<file path="src/rtl/pipe_hazard_ctrl.sv">
// Stall/flush/redirect controller for the IF/DE/MW pipeline: sequences
// multi-cycle data-memory waits, traps, mret and taken branches.
module pipe_hazard_ctrl #(
    parameter int MEM_TIMEOUT = 16,
    parameter int CNT_W       = 32
) (
    input  logic             clk,
    input  logic             rst,
    input  logic             br_taken,
    input  logic             rd_enMW,
    input  logic             wr_enMW,
    input  logic             is_mret_MW,
    input  logic             irq_pending,
    input  logic             dmem_ack,
    output logic             pc_en,
    output logic             fd_en,
    output logic             fd_flush,
    output logic             mw_en,
    output logic             mw_flush,
    output logic [1:0]       pc_sel,
    output logic             trap_take,
    output logic             mem_fault,
    output logic [CNT_W-1:0] stall_cnt
);

    typedef enum logic [1:0] {RUN, MEM_WAIT, TRAP} state_t;

    localparam logic [1:0]       SEL_PC4   = 2'b00;
    localparam logic [1:0]       SEL_BR    = 2'b01;
    localparam logic [1:0]       SEL_MTVEC = 2'b10;
    localparam logic [1:0]       SEL_MEPC  = 2'b11;
    localparam logic [7:0]       WAIT_LAST = 8'(MEM_TIMEOUT - 1);
    localparam logic [CNT_W-1:0] CNT_ONE   = CNT_W'(1);

    state_t           state, state_nxt;
    logic [7:0]       wait_cnt, wait_nxt;
    logic [CNT_W-1:0] stall_nxt;
    logic             mem_req;
    logic             run_evt;

    assign mem_req = rd_enMW | wr_enMW;

    always_ff @(posedge clk) begin
        if (rst) begin
            state     <= RUN;
            wait_cnt  <= 8'd0;
            stall_cnt <= '0;
        end else begin
            state     <= state_nxt;
            wait_cnt  <= wait_nxt;
            stall_cnt <= stall_nxt;
        end
    end

    always_comb begin
        pc_en     = 1'b1;
        fd_en     = 1'b1;
        mw_en     = 1'b1;
        fd_flush  = 1'b0;
        mw_flush  = 1'b0;
        pc_sel    = SEL_PC4;
        trap_take = 1'b0;
        mem_fault = 1'b0;
        state_nxt = state;
        wait_nxt  = wait_cnt;
        stall_nxt = stall_cnt;
        run_evt   = 1'b0;

        unique case (state)
            RUN: begin
                if (mem_req && !dmem_ack) begin
                    pc_en     = 1'b0;
                    fd_en     = 1'b0;
                    mw_en     = 1'b0;
                    state_nxt = MEM_WAIT;
                    wait_nxt  = 8'd1;
                    stall_nxt = stall_cnt + CNT_ONE;
                end else begin
                    run_evt = 1'b1;
                end
            end
            MEM_WAIT: begin
                if (dmem_ack) begin
                    wait_nxt = 8'd0;
                    run_evt  = 1'b1;
                end else if (wait_cnt == WAIT_LAST) begin
                    // Timeout: abandon the access and vector to the trap handler
                    mem_fault = 1'b1;
                    trap_take = 1'b1;
                    pc_sel    = SEL_MTVEC;
                    fd_flush  = 1'b1;
                    mw_flush  = 1'b1;
                    state_nxt = TRAP;
                    wait_nxt  = 8'd0;
                    stall_nxt = stall_cnt + CNT_ONE;
                end else begin
                    pc_en     = 1'b0;
                    fd_en     = 1'b0;
                    mw_en     = 1'b0;
                    wait_nxt  = wait_cnt + 8'd1;
                    stall_nxt = stall_cnt + CNT_ONE;
                end
            end
            TRAP: begin
                // DE holds a flushed NOP and MIE is being updated: only memory matters
                if (mem_req && !dmem_ack) begin
                    pc_en     = 1'b0;
                    fd_en     = 1'b0;
                    mw_en     = 1'b0;
                    state_nxt = MEM_WAIT;
                    wait_nxt  = 8'd1;
                    stall_nxt = stall_cnt + CNT_ONE;
                end else begin
                    state_nxt = RUN;
                end
            end
            default: state_nxt = RUN;
        endcase

        if (run_evt) begin
            state_nxt = RUN;
            if (irq_pending) begin
                trap_take = 1'b1;
                pc_sel    = SEL_MTVEC;
                fd_flush  = 1'b1;
                mw_flush  = 1'b1;
                state_nxt = TRAP;
            end else if (is_mret_MW) begin
                pc_sel   = SEL_MEPC;
                fd_flush = 1'b1;
                mw_flush = 1'b1;
            end else if (br_taken) begin
                pc_sel   = SEL_BR;
                fd_flush = 1'b1;
            end
        end

        if (rst) begin
            pc_en     = 1'b0;
            fd_en     = 1'b0;
            mw_en     = 1'b0;
            fd_flush  = 1'b1;
            mw_flush  = 1'b1;
            pc_sel    = SEL_PC4;
            trap_take = 1'b0;
            mem_fault = 1'b0;
        end
    end

endmodule

</file>
<file path="config.mk">
export PLATFORM = sky130hd
export DESIGN_NAME = pipe_hazard_ctrl
export DESIGN_NICKNAME = d
export VERILOG_FILES = /design/src/rtl/pipe_hazard_ctrl.sv
export SDC_FILE = /design/constraint.sdc
export NUM_CORES = 1
export LEC_CHECK = 0
export BUFFER_PORTS_ARGS = -buffer_cell sky130_fd_sc_hd__buf_4
export CORE_ASPECT_RATIO = 1.1
export CORE_MARGIN = 5
export CORE_UTILIZATION = 40
export CTS_CLUSTER_SIZE = 28
export DETAILED_ROUTE_END_ITERATION = 8
export HOLD_SLACK_MARGIN = 0.15
export PLACE_DENSITY = 0.71
export SYNTH_ARGS = -nofsm -noshare
export SYNTH_HDL_FRONTEND = slang
export SYNTH_SLANG_ARGS = --single-unit
</file>
<file path="constraint.sdc">
create_clock -name clk -period 6 [get_ports clk]
set_clock_uncertainty 0.1 [all_clocks]
set_input_delay 1.2 -clock clk [delete_from_list [all_inputs] [get_ports clk]]
set_output_delay 1.2 -clock clk [all_outputs]
set_load 0.01 [all_outputs]
</file>
# --- After elaboration in Yosys (flattened, before gate mapping) ---
# Index checks and enable logic that the tools add are counted.
totals:
  regBits: 42
  latchBits: 0
  ramBits: 0
  romBits: 0
  mem_count: 0
classes:
  add_sub_neg: 2
  n_mul: 0
  div_mod_pow: 0
  n_lt_le_gt_ge: 0
  eq_ne: 8
  n_shift: 0
  n_mux: 44
  bitwise: 1
  n_reduce_logical: 8
ops:
  columns: ["cell", "n"]
  rows:
  - ["two-way mux 32 bit", 2]
  - ["case mux 32 bit (2 select lines)", 1]
  - ["adder 32 x 1 -> 32 bit, second input constant", 1]
  - ["two-way mux 2 bit", 13]
  - ["two-way mux 8 bit", 3]
  - ["two-way mux 1 bit", 21]
  - ["case mux 8 bit (2 select lines)", 1]
  - ["inequality test 3 bit, second input constant", 3]
  - ["adder 8 x 1 -> 8 bit, second input constant", 1]
  - ["equality test 8 x 4 -> 1 bit, second input constant", 1]
  - ["case mux 2 bit (3 select lines)", 1]
  - ["AND reduction 3 bit", 2]
  - ["case mux 1 bit (2 select lines)", 2]
  - ["equality test 2 x 1 -> 1 bit, second input constant", 1]
  - ["equality test 2 bit, second input constant", 1]
  - ["zero test 2 bit", 1]
  - ["inequality test 2 x 1 -> 1 bit, second input constant", 1]
  - ["inequality test 2 bit, second input constant", 1]
  - ["AND reduction 2 bit", 1]
  - ["nonzero test 2 bit", 1]
  - ["OR reduction 2 bit", 1]
  - ["logical AND 1 bit", 1]
  - ["zero test 1 bit", 1]
  - ["OR 1 bit", 1]

# --- Longest topological paths before layout ---
# Gate-level depths: netlist (run 1).
depth:
  ltp_word: 9
  mapped_depth: 7
  depth_no_buf: 6

# --- Worst setup path before layout (run 1) ---
# No wires, ideal clock.
synth_path:
  kind: "in2out"
  from: "in wr_enMW"
  to: "out pc_sel[0]"
  arrival_ns: 2.496
  path_slack_ns: 2.204
  stages: 4
  n_path_buf: 0
  cell_sequence: "nor3_1 -> nor2_1 -> or2_2 -> nor4_1"
synth_via:
  elab_chain_len: 6
synth_rtl:
  columns: ["element", "line", "source"]
  rows:
  - ["from (decl)", "11", "input logic wr_enMW,"]
  - ["OR 1 bit", "41", "assign mem_req = rd_enMW | wr_enMW;"]
  - ["logical AND 1 bit", "71", "if (mem_req && !dmem_ack) begin"]
  - ["two-way mux 1 bit", "71", null]
  - ["case mux 1 bit (2 select lines)", "69", "unique case (state)"]
  - ["two-way mux 2 bit", "120", "if (run_evt) begin"]
  - ["two-way mux 2 bit", "138", "if (rst) begin"]
  - ["to (decl)", "20", "output logic [1:0] pc_sel,"]
# No other way between the ends.

# --- Final worst setup path (run 1) ---
# Same ends and word-level chain as after synthesis.

==> results of run 1 <==
## kinds of logic after synthesis
| logic type | after synthesis | share of synthesized area |
|---|---|---|
| XOR/XNOR | 27 | 0.1143 |
| flip-flops | 42 | 0.4063 |
| multiplexers | 1 | 0.005441 |
| AO/OA/AOI/OAI | 35 | 0.09009 |
| AND/OR/NAND/NOR | 136 | 0.3386 |
| buffers and inverters | 14 | 0.03325 |
| adder cells (fa/ha/maj) | 2 | 0.01209 |
## report_power, final
group	leakage, nW	internal (mW)	switching (mW)	total, mW
logic	0.558	0.0173	0.0232	0.0405
clock network	0.0524	0.124	0.0916	0.216
registers	0.339	0.282	0.00524	0.287
## layout make-up
cell class              count  share of cell area
flip-flops and latches     42              0.3296
clock inverters             1             0.01177
repair buffers             48              0.1412
clock buffers               7             0.02992
inverters                   3            0.004414
multi-input cells         201              0.4546
well taps                  58             0.02845
## through the flow
step	hold slack, ns	cells	cell area, um^2	power, mW
4_1_cts	0.4144	360	2551	0.5510
3_3_place_gp	0.3941	352	2445	0.3335
3_5_place_dp	0.4012	352	2445	0.3339
6_report	0.4089	360	2551	0.5433
2_1_floorplan	0.3767	257	2069	0.3188
5_1_grt	0.4246	360	2551	0.5714
## flip-flops by register name, summed over array words and instances, names as in the netlist
| register | flops |
|---|---|
| wait_cnt | 8 |
| state | 2 |
| stall_cnt | 32 |
## cell usage after synthesis, drive strengths merged, types with 2 or more instances
cell type,instances
inv,3
and3,2
nor3,12
xnor2,12
a21oi,17
or4,2
or2b,2
clkbuf,7
ha,2
nor2,45
nand2,21
or3,8
nor3b,2
nor2b,2
nand3,13
buf,4
xor2,15
nand4,16
o21ai,14
dfxtp,42
nor4,5
and4,2
## worst max-delay path: cells and delay by family
family | cells | cell delay, ns
simple gates | 4 | 1.32
buf+inv | 2 | 0.28
## worst max-delay path by stage
stage	from	endpoint	slack, ns
after floorplan	wr_enMW	pc_sel[0]	2.20
after global placement	wr_enMW	pc_sel[0]	1.93
after detailed placement	wr_enMW	pc_sel[0]	1.88
after CTS	wr_enMW	pc_sel[0]	1.90
after global routing	wr_enMW	pc_sel[0]	1.70
final	wr_enMW	pc_sel[0]	1.90
## routing by layer
metal / vias up / wire [um]
li1: 987 / -
met1: 881 / 2085
met2: 43 / 2211
met3: 10 / 232
met4: 0 / 97
met5: - / 0
==> out/metrics.csv, run 1 <==
metric,value,unit
status,finished clean,
most area-consuming cells after synthesis,"dfxtp_1 (41%), nor2_1 (8.2%), xor2_1 (6.3%), xnor2_1 (5.1%), nand4_1 (4.8%)",
PostCTS Resize Cnt,0,
kind of critical path,primary input to primary output,
Final ANT Viol Nets,0,
ant diodes,0,
CTS tree,built,
post-DR wirelength/cell,12.85,um
Max Cap Viol,0,
M2 GR Usage,0.2409,
leading area contributor after synthesis,dfxtp_1,
worst setup margin,1.905,ns
hpwl dp,3418,um
Final Cycle Share,0.6826,
Synthesis Warnings,0,
"Clk Latency, worst-skew pair",0.29,ns
"commonest non-fill, non-tap cells in the layout","buf_4 (48), nor2_1 (45), dfxtp_1 (42), nand2_1 (21), a21oi_1 (17)",
CP max stage cell,nor3_1,
final net count,311,
Peak VDD IR,0.07952,mV
startpoint types,primary input,
GR peak layer,met2,
Die ar.,6714,um^2
CP cell instances,buf_4 > nor3_1 > nor2_1 > or2_2 > nor4_1 > buf_4,
total gr overflow,0,
register area,840.8,um^2
area delta synth->final,23.28,%
total wire length,4627,um
routed vias/inst,5.336,
"most used cell, CP",buf_4,
Register-to-Register Path Depth,5,
Post-Syn Area,2069,um^2
Setup TNS Final,0,ns
register area share after synthesis,0.4063,
Initial DRC Count,110,
share of layout cells above drive strength 1,0.1921,
count of final hold-check violations,0,
number of synthesized flops with an enable pin,0,
Yosys top cell area share,0.4063,
Avg Inst Size Synth,8.052,um^2
routability cong.,0.7997,
# DRC,0,
Root Driver,clkbuf_8,
Post-Syn Instances,257,
Hold Path Depth,2,
hold buffer count at cts,0,
Boundary Pins,49,
htree depth,2,
Netlist cell types,35,
reg-to-reg endpoint,stall_cnt[30]$_SDFFE_PP0P_,
postcts setup bufs,0,
starting density of the core,0.4139,
max_slew headroom,0.5302,
CTS Buf Count,5,
DR vias,1921,
leak pwr,0.9499,nW
arrival time worst endpoint,2.80,ns
1st-pass router iterations,4,
clk slew on worst S/H paths,0.07,ns
hold endpoint,stall_cnt[29]$_SDFFE_PP0P_,
PortBufs,48,
Synth Register Bits,42,
WP data required,4.70,ns
initial antenna violation count,0,
Max Freq,0.2442,GHz
Hold Crit Class,flip-flop to flip-flop,
CP Capture Type,primary output,
Setup WS pre-CTS,1.877,ns
actual slew at the worst max-slew pin,0.6993,ns
RSZ-0062 raised after global routing,false,
max-slew violations,0,
fin util,0.5103,
CP Max Fanout,5,
number of global-route vias before repair,1808,
worst-case clock buffer depth,2,
post-route minimum period,4.095,ns
PD cells,213.0,nW/um^2
DIE HEIGHT,85.44,um
Rows,27,
area of the multi-input gates,1160,um^2
GRT met3 Usage,0.03928,
Syn Nets,267,
M1 GR Usage,0.1759,
core area,5000,um^2
number of clock sinks,42,
Main synth FF type,dfxtp_1,
pin count of the biggest net entering global routing,47,
worst reg2reg startpoint,stall_cnt[8]$_SDFFE_PP0P_,
flop2flop setup slack,3.77,ns
Async SR Flop Fraction,0,
# setup viols final,0,
die width,78.58,um
"commonest non-fill, non-tap cell in the layout",buf_4,
Filler cells,481,
Hold Startpoint,stall_cnt[29]$_SDFFE_PP0P_,
GR Util All Layers,0.1469,
critical path's largest stage delay,0.58,ns
first-pass GRT wire length,8010,um
No activity file was read; power rests on OpenSTA's default activity.
==> inputs of run 2 (changes only) <==
Settings changed: ABC_AREA set to 1, PLACE_DENSITY 0.71 to 0.73.
Clock period 6 ns to 3.4 ns, I/O delays scaled along.
==> run 2 against run 1 <==
- hold slack got worse by 0.036 ns
- critical path depth rose by 3
- largest cell class unchanged
- final area rose by 14%
- utilization fell by 0.75 points
- sequential cell count did not move
- synthesized cell count rose by 45%
- final cell count rose by 38%
- register-to-register slack got worse by 2.1 ns
- critical path type is now flip-flop to primary output
- critical endpoint is now pc_sel[1]
- global-route usage rose by 0.83 points
- first-iteration DRC count fell by 0.91%
- setup slack got worse by 1.2 ns
- clock-buffer cell count fell by 2
==> out/metrics.csv, run 2 <==
metric,value,unit,change
hpwl dp,4460,um,+30%
GR Util All Layers,0.1552,,+0.008334
clk slew on worst S/H paths,0.08,ns,about the same
ant diodes,0,,unchanged
1st-pass router iterations,5,,+1
max reg flops,32,,unchanged
die width,84.03,um,+6.9%
Final ANT Viol Nets,0,,unchanged
count of final hold-check violations,0,,unchanged
starting density of the core,0.4153,,+0.001388
htree depth,2,,unchanged
WP data required,2.62,ns,-2.08 ns
register area share after synthesis,0.3487,,-0.05756
kind of critical path,flip-flop to primary output,,
actual slew at the worst max-slew pin,0.3858,ns,-0.3135 ns
PostCTS Resize Cnt,0,,unchanged
Root Driver,clkbuf_8,,
leak pwr,1.176,nW,+24%
Netlist cell types,30,,-14%
"commonest non-fill, non-tap cells in the layout","nand2_1 (74), nor2_1 (67), buf_4 (49), inv_1 (48), dfxtp_1 (42)",,
max_slew headroom,0.7408,,+0.2106
CTS Buf Count,5,,unchanged
startpoint types,flip-flop,,
initial antenna violation count,0,,unchanged
Rows,29,,+7.4%
Final Cycle Share,0.7857,,
RSZ-0062 raised after global routing,false,,
DIE HEIGHT,91.43,um,+7.0%
CP Capture Type,primary output,,
first-pass GRT wire length,10050,um,+26%
Setup TNS Final,0,ns,unchanged
total gr overflow,0,,unchanged
Yosys top cell area share,0.3487,,-0.05756
"commonest non-fill, non-tap cell in the layout",nand2_1,,
hold buffer count at cts,0,,unchanged
Peak VDD IR,0.1659,mV,+110%
final net count,430,,+38%
Async SR Flop Fraction,0,,unchanged
Avg Inst Size Synth,6.464,um^2,-20%
Synth Register Bits,42,,unchanged
Cell Count Post-Placement,490,,+39%
Post-Syn Instances,373,,+45%
most instantiated library cell after synthesis,nand2_1,,
Main synth FF type,dfxtp_1,,
core area,5806,um^2,+16%
area delta synth->final,21.07,%,
Commonest cells post-synth,"nand2_1 (74), nor2_1 (67), inv_1 (48), dfxtp_1 (42), a21oi_1 (25)",,
Max Cap Viol,0,,unchanged
post-DR wirelength/cell,11.64,um,-9.4%
arrival time worst endpoint,1.89,ns,-0.91 ns
leading area contributor after synthesis,dfxtp_1,,
status,finished clean,,
number of global-route vias before repair,2326,,+29%
CTS tree,built,,
total wire length,5796,um,+25%
# setup viols final,0,,unchanged
Max Freq,0.3744,GHz,
post-route minimum period,2.671,ns,
number of clock sinks,42,,unchanged
routability cong.,0.8200,,+2.5%
"non-filler cells, final",498,,+38%
pin count of the biggest net entering global routing,28,,-40%
worst-case clock buffer depth,2,,unchanged
"Clk Latency, worst-skew pair",0.30,ns,about the same
Boundary Pins,49,,unchanged
PD cells,319.7,nW/um^2,+50%
max-slew violations,0,,unchanged
DR vias,2439,,+27%
Post-Syn Area,2411,um^2,+17%
# DRC,0,,unchanged
Synthesis Warnings,0,,unchanged
PortBufs,48,,unchanged
routed vias/inst,4.898,,-8.2%
biggest regs,"stall_cnt: 32 flops, wait_cnt: 8 flops, state: 2 flops",,
postcts setup bufs,0,,unchanged
Top reg by flops,stall_cnt,,
most area-consuming cells after synthesis,"dfxtp_1 (35%), nand2_1 (12%), nor2_1 (10%), inv_1 (7.5%), a21oi_1 (5.2%)",,
Initial DRC Count,109,,-0.91%
Syn Nets,383,,+43%
Hold Crit Class,flip-flop to flip-flop,,
share of layout cells above drive strength 1,0.2162,,+0.02410
Die ar.,7682,um^2,+14%
CP Max Fanout,5,,unchanged
number of synthesized flops with an enable pin,0,,unchanged
run 2: cell count changes in the layout (fill, tap and decap cells not counted), sizes merged, moves of 12 or more:
cell   change
xnor2     -12
nand2     +63
inv       +50
nand3     +13
xor2      -13
nor2      +38
run 2: logic make-up after synthesis:
kind of cell               count (synthesis)  synth area share
and+or+nand+nor                          224            0.4432
buffers and inverters                     61            0.1012
AOI/OAI and AO/OA                         42           0.08926
DFF                                       42            0.3487
xor gates and xnor gates                   2          0.007267
adders and majority gates                  2           0.01038
run 2: metal layers:
layer,vias up,GRT usage,share of wire
met5,-,0,0
met4,0,0.05496,0.015
met3,9,0.03801,0.048
met2,53,0.2750,0.50
met1,1100,0.1805,0.44
li1,1277,-,-
run 2: stage by stage:
stage | area (um^2) | worst slack (ns) | utilization | power (mW) | hold WS, ns
after floorplan | 2411 | 1.139 | - | 0.5788 | 0.3756
after global placement | 2826 | 0.9423 | 0.4869 | 0.6083 | 0.3475
after detailed placement | 2826 | 0.7788 | 0.4869 | 0.6096 | 0.3566
after CTS | 2919 | 0.7163 | 0.5028 | 0.9520 | 0.3705
after global routing | 2919 | 0.5131 | 0.5028 | 0.9815 | 0.3875
final | 2919 | 0.7287 | 0.5028 | 0.9332 | 0.3733
run 2: worst paths after layout:
path | slack (ns) | end | cells after the start | startpoint
worst min-delay path | 0.37 | stall_cnt[4]$_SDFFE_PP0P_ | 2 | stall_cnt[4]$_SDFFE_PP0P_
worst max register to register | 1.69 | stall_cnt[20]$_SDFFE_PP0P_ | 10 | stall_cnt[0]$_SDFFE_PP0P_
worst max-delay path | 0.73 | pc_sel[1] | 9 | wait_cnt[0]$_SDFFE_PP0P_
worst min register to register | 0.37 | stall_cnt[4]$_SDFFE_PP0P_ | 2 | stall_cnt[4]$_SDFFE_PP0P_
run 2: cell type report:
class	instances	area [um^2]
well taps	77	96.34
inverters	52	195.2
fillers	599	2887
flip-flops and latches	42	840.8
clock inverters	3	23.77
repair buffers	49	367.9
multi-input cells	270	1326
clock buffers	5	68.82
run 2: report_power, final:
group | switching, mW | internal [mW] | leakage (nW)
combinational | 0.0580 | 0.0343 | 0.796
clock | 0.189 | 0.147 | 0.0408
sequential | 0.00647 | 0.499 | 0.339
total | 0.253 | 0.680 | 1.18
run 2: worst max-delay path, cell delays in order, from the launching register on:
cell,delay [ns]
dfxtp_1,0.38
ha_1,0.18
nand2_1,0.08
nor2_2,0.13
nand4_1,0.19
or2_1,0.32
nand2_1,0.08
inv_1,0.04
nor2_1,0.08
buf_4,0.12
==> inputs of run 3 (changes only) <==
Clock period 3.4 ns to 2.4 ns, I/O delays scaled along.
==> run 3 against run 2 <==
- sequential cell count unchanged
- die area unchanged
- setup slack got worse by 0.67 ns
- final cell count increased by 0.80%
- critical path type unchanged
- sequential share of layout area decreased by 0.34 points
- combinational power increased by 56%
- first-iteration DRC count decreased by 7.3%
- final area increased by 2.1%
- utilization increased by 1.1 points
==> out/metrics.csv, run 3 (synthesis gave the netlist of run 2 again) <==
metric,value,unit,change
status,finished clean,,
WP data required,1.82,ns,-0.80 ns
startpoint types,flip-flop,,
post-route minimum period,2.338,ns,
RSZ-0062 raised after global routing,true,,
Max Freq,0.4278,GHz,
"commonest non-fill, non-tap cell in the layout",nand2_1,,
area delta synth->final,23.61,%,
PD cells,434.5,nW/um^2,+36%
"Clk Latency, worst-skew pair",0.29,ns,about the same
"commonest non-fill, non-tap cells in the layout","nand2_1 (72), nor2_1 (67), buf_4 (54), inv_1 (47), dfxtp_1 (40)",,
clk slew on worst S/H paths,0.08,ns,about the same
Root Driver,clkbuf_8,,
1st-pass router iterations,5,,unchanged
max-slew violations,0,,unchanged
final net count,435,,+1.2%
biggest regs,"stall_cnt: 32 flops, wait_cnt: 8 flops, state: 2 flops",,
# setup viols final,0,,unchanged
Peak VDD IR,0.2025,mV,+22%
PortBufs,48,,unchanged
die width,84.03,um,unchanged
Post-Place Cell Area,2834,um^2,+0.27%
htree depth,2,,unchanged
CTS tree,built,,
Rows,29,,unchanged
top sig layer,met4,,
number of clock sinks,42,,unchanged
Boundary Pins,49,,unchanged
first-pass GRT wire length,9763,um,-2.9%
share of layout cells above drive strength 1,0.2400,,+0.02385
Setup WS pre-CTS,0.2585,ns,-0.5204 ns
Hold Path Depth,2,,unchanged
initial antenna violation count,0,,unchanged
CTS Buf Count,5,,unchanged
Filler cells,585,,-2.3%
Initial DRC Count,101,,-7.3%
hpwl dp,4379,um,-1.8%
Setup TNS Final,0,ns,unchanged
Hold Slack,0.3633,ns,-0.01008 ns
total wire length,5858,um,+1.1%
kind of critical path,flip-flop to primary output,,
hold endpoint,stall_cnt[4]$_SDFFE_PP0P_,,
Final Cycle Share,0.9740,,
core area,5806,um^2,unchanged
starting density of the core,0.4153,,unchanged
Top reg by flops,stall_cnt,,
Register-to-Register Path Depth,10,,unchanged
routed vias/inst,4.912,,+0.30%
max reg flops,32,,unchanged
number of global-route vias before repair,2255,,-3.1%
worst-case clock buffer depth,2,,unchanged
reg-to-reg endpoint,stall_cnt[26]$_SDFFE_PP0P_,,
Die ar.,7682,um^2,unchanged
Hold Crit Class,flip-flop to flip-flop,,
post-DR wirelength/cell,11.67,um,+0.26%
DR vias,2466,,+1.1%
arrival time worst endpoint,1.76,ns,-0.13 ns
leak pwr,1.219,nW,+3.6%
DIE HEIGHT,91.43,um,unchanged
max_slew headroom,0.7497,,+0.008873
GR Util All Layers,0.1499,,-0.005298
total gr overflow,0,,unchanged
routability cong.,0.8154,,-0.56%
pin count of the biggest net entering global routing,28,,unchanged
actual slew at the worst max-slew pin,0.3726,ns,-0.01321 ns
Max Cap Viol,0,,unchanged
hold buffer count at cts,0,,unchanged
CP Capture Type,primary output,,
ant diodes,0,,unchanged
flop2flop setup slack,0.65,ns,-1.04 ns
Final Cell Area,2980,um^2,+2.1%
Hold Startpoint,stall_cnt[4]$_SDFFE_PP0P_,,
count of final hold-check violations,0,,unchanged
worst reg2reg startpoint,stall_cnt[0]$_SDFFE_PP0P_,,
# DRC,0,,unchanged
CP Max Fanout,5,,unchanged
met3 wire length,305,um,+11%
DR WL met2,2965,um,+2.5%
met1 WL,2539,um,about the same
Final ANT Viol Nets,0,,unchanged
worst setup margin,0.06232,ns,-0.6664 ns
==> run 3: changes by cell type in the layout (fill, tap and decap cells not counted), sizes merged <==
cell / previous run / this run
buf: 49 / 54
clkinv: 0 / 2
clkinvlp: 2 / 0
inv: 53 / 52
==> run 3: metal layers <==
layer,up-vias,global-route usage
li1,1289,-
met1,1121,0.1754
met2,50,0.2632
met3,6,0.04072
met4,0,0.04960
met5,-,0
==> run 3: area by class of cell <==
| class | instances | area, um^2 | area share |
|---|---|---|---|
| Inverter | 52 | 195.2 | 0.06549 |
| Multi-Input combinational cell | 270 | 1356 | 0.4551 |
| Timing Repair Buffer | 54 | 405.4 | 0.1360 |
| Sequential cell | 42 | 848.3 | 0.2846 |
| Tap cell | 77 | 96.34 | 0.03233 |
| Clock buffer | 5 | 68.82 | 0.02309 |
| Clock inverter | 2 | 10.01 | 0.003359 |
==> run 3: worst max path at each step <==
stage | startpoint | end | slack (ns) | cells after the start
global route | wait_cnt[1]$_SDFFE_PP0P_ | pc_sel[1] | -0.04 | 9
CTS | wait_cnt[0]$_SDFFE_PP0P_ | pc_sel[1] | 0.001 | 9
global placement | wait_cnt[0]$_SDFFE_PP0P_ | pc_sel[1] | 0.33 | 9
finish | wait_cnt[1]$_SDFFE_PP0P_ | pc_sel[1] | 0.06 | 9
detailed placement | wait_cnt[0]$_SDFFE_PP0P_ | pc_sel[1] | 0.26 | 9
floorplan | wait_cnt[0]$_SDFFE_PP0P_ | mw_en | 0.44 | 8
==> run 3: worst max-delay path, cell delays in order (launching register included) <==
cell and delay, ns:
dfxtp_4 0.37, ha_4 0.15, nand2_4 0.06, nor2_4 0.12
nand4_1 0.15, or2_4 0.31, nand2_2 0.06, inv_2 0.04
nor2_1 0.09, buf_4 0.12
==> run 3: where the power goes <==
| group | leakage, nW | switching (mW) | internal, mW |
|---|---|---|---|
| clock network | 0.0438 | 0.238 | 0.195 |
| logic | 0.835 | 0.0865 | 0.0573 |
| registers | 0.341 | 0.0110 | 0.707 |
| total | 1.22 | 0.336 | 0.959 |
==> run 3: stage by stage <==
step / total power [mW] / cells / utilization
2_1_floorplan: 0.8200 / 373 / -
3_3_place_gp: 0.8639 / 491 / 0.4881
3_5_place_dp: 0.8661 / 491 / 0.4881
4_1_cts: 1.303 / 499 / 0.5034
5_1_grt: 1.356 / 502 / 0.5134
6_report: 1.295 / 502 / 0.5134
==> run 3: what timing repair did <==
item                                    4_1_cts  5_1_grt
buffers inserted                              1        3
endpoints found under the setup margin        3        8
pin swaps                                     1        6
resized for setup                             1       11
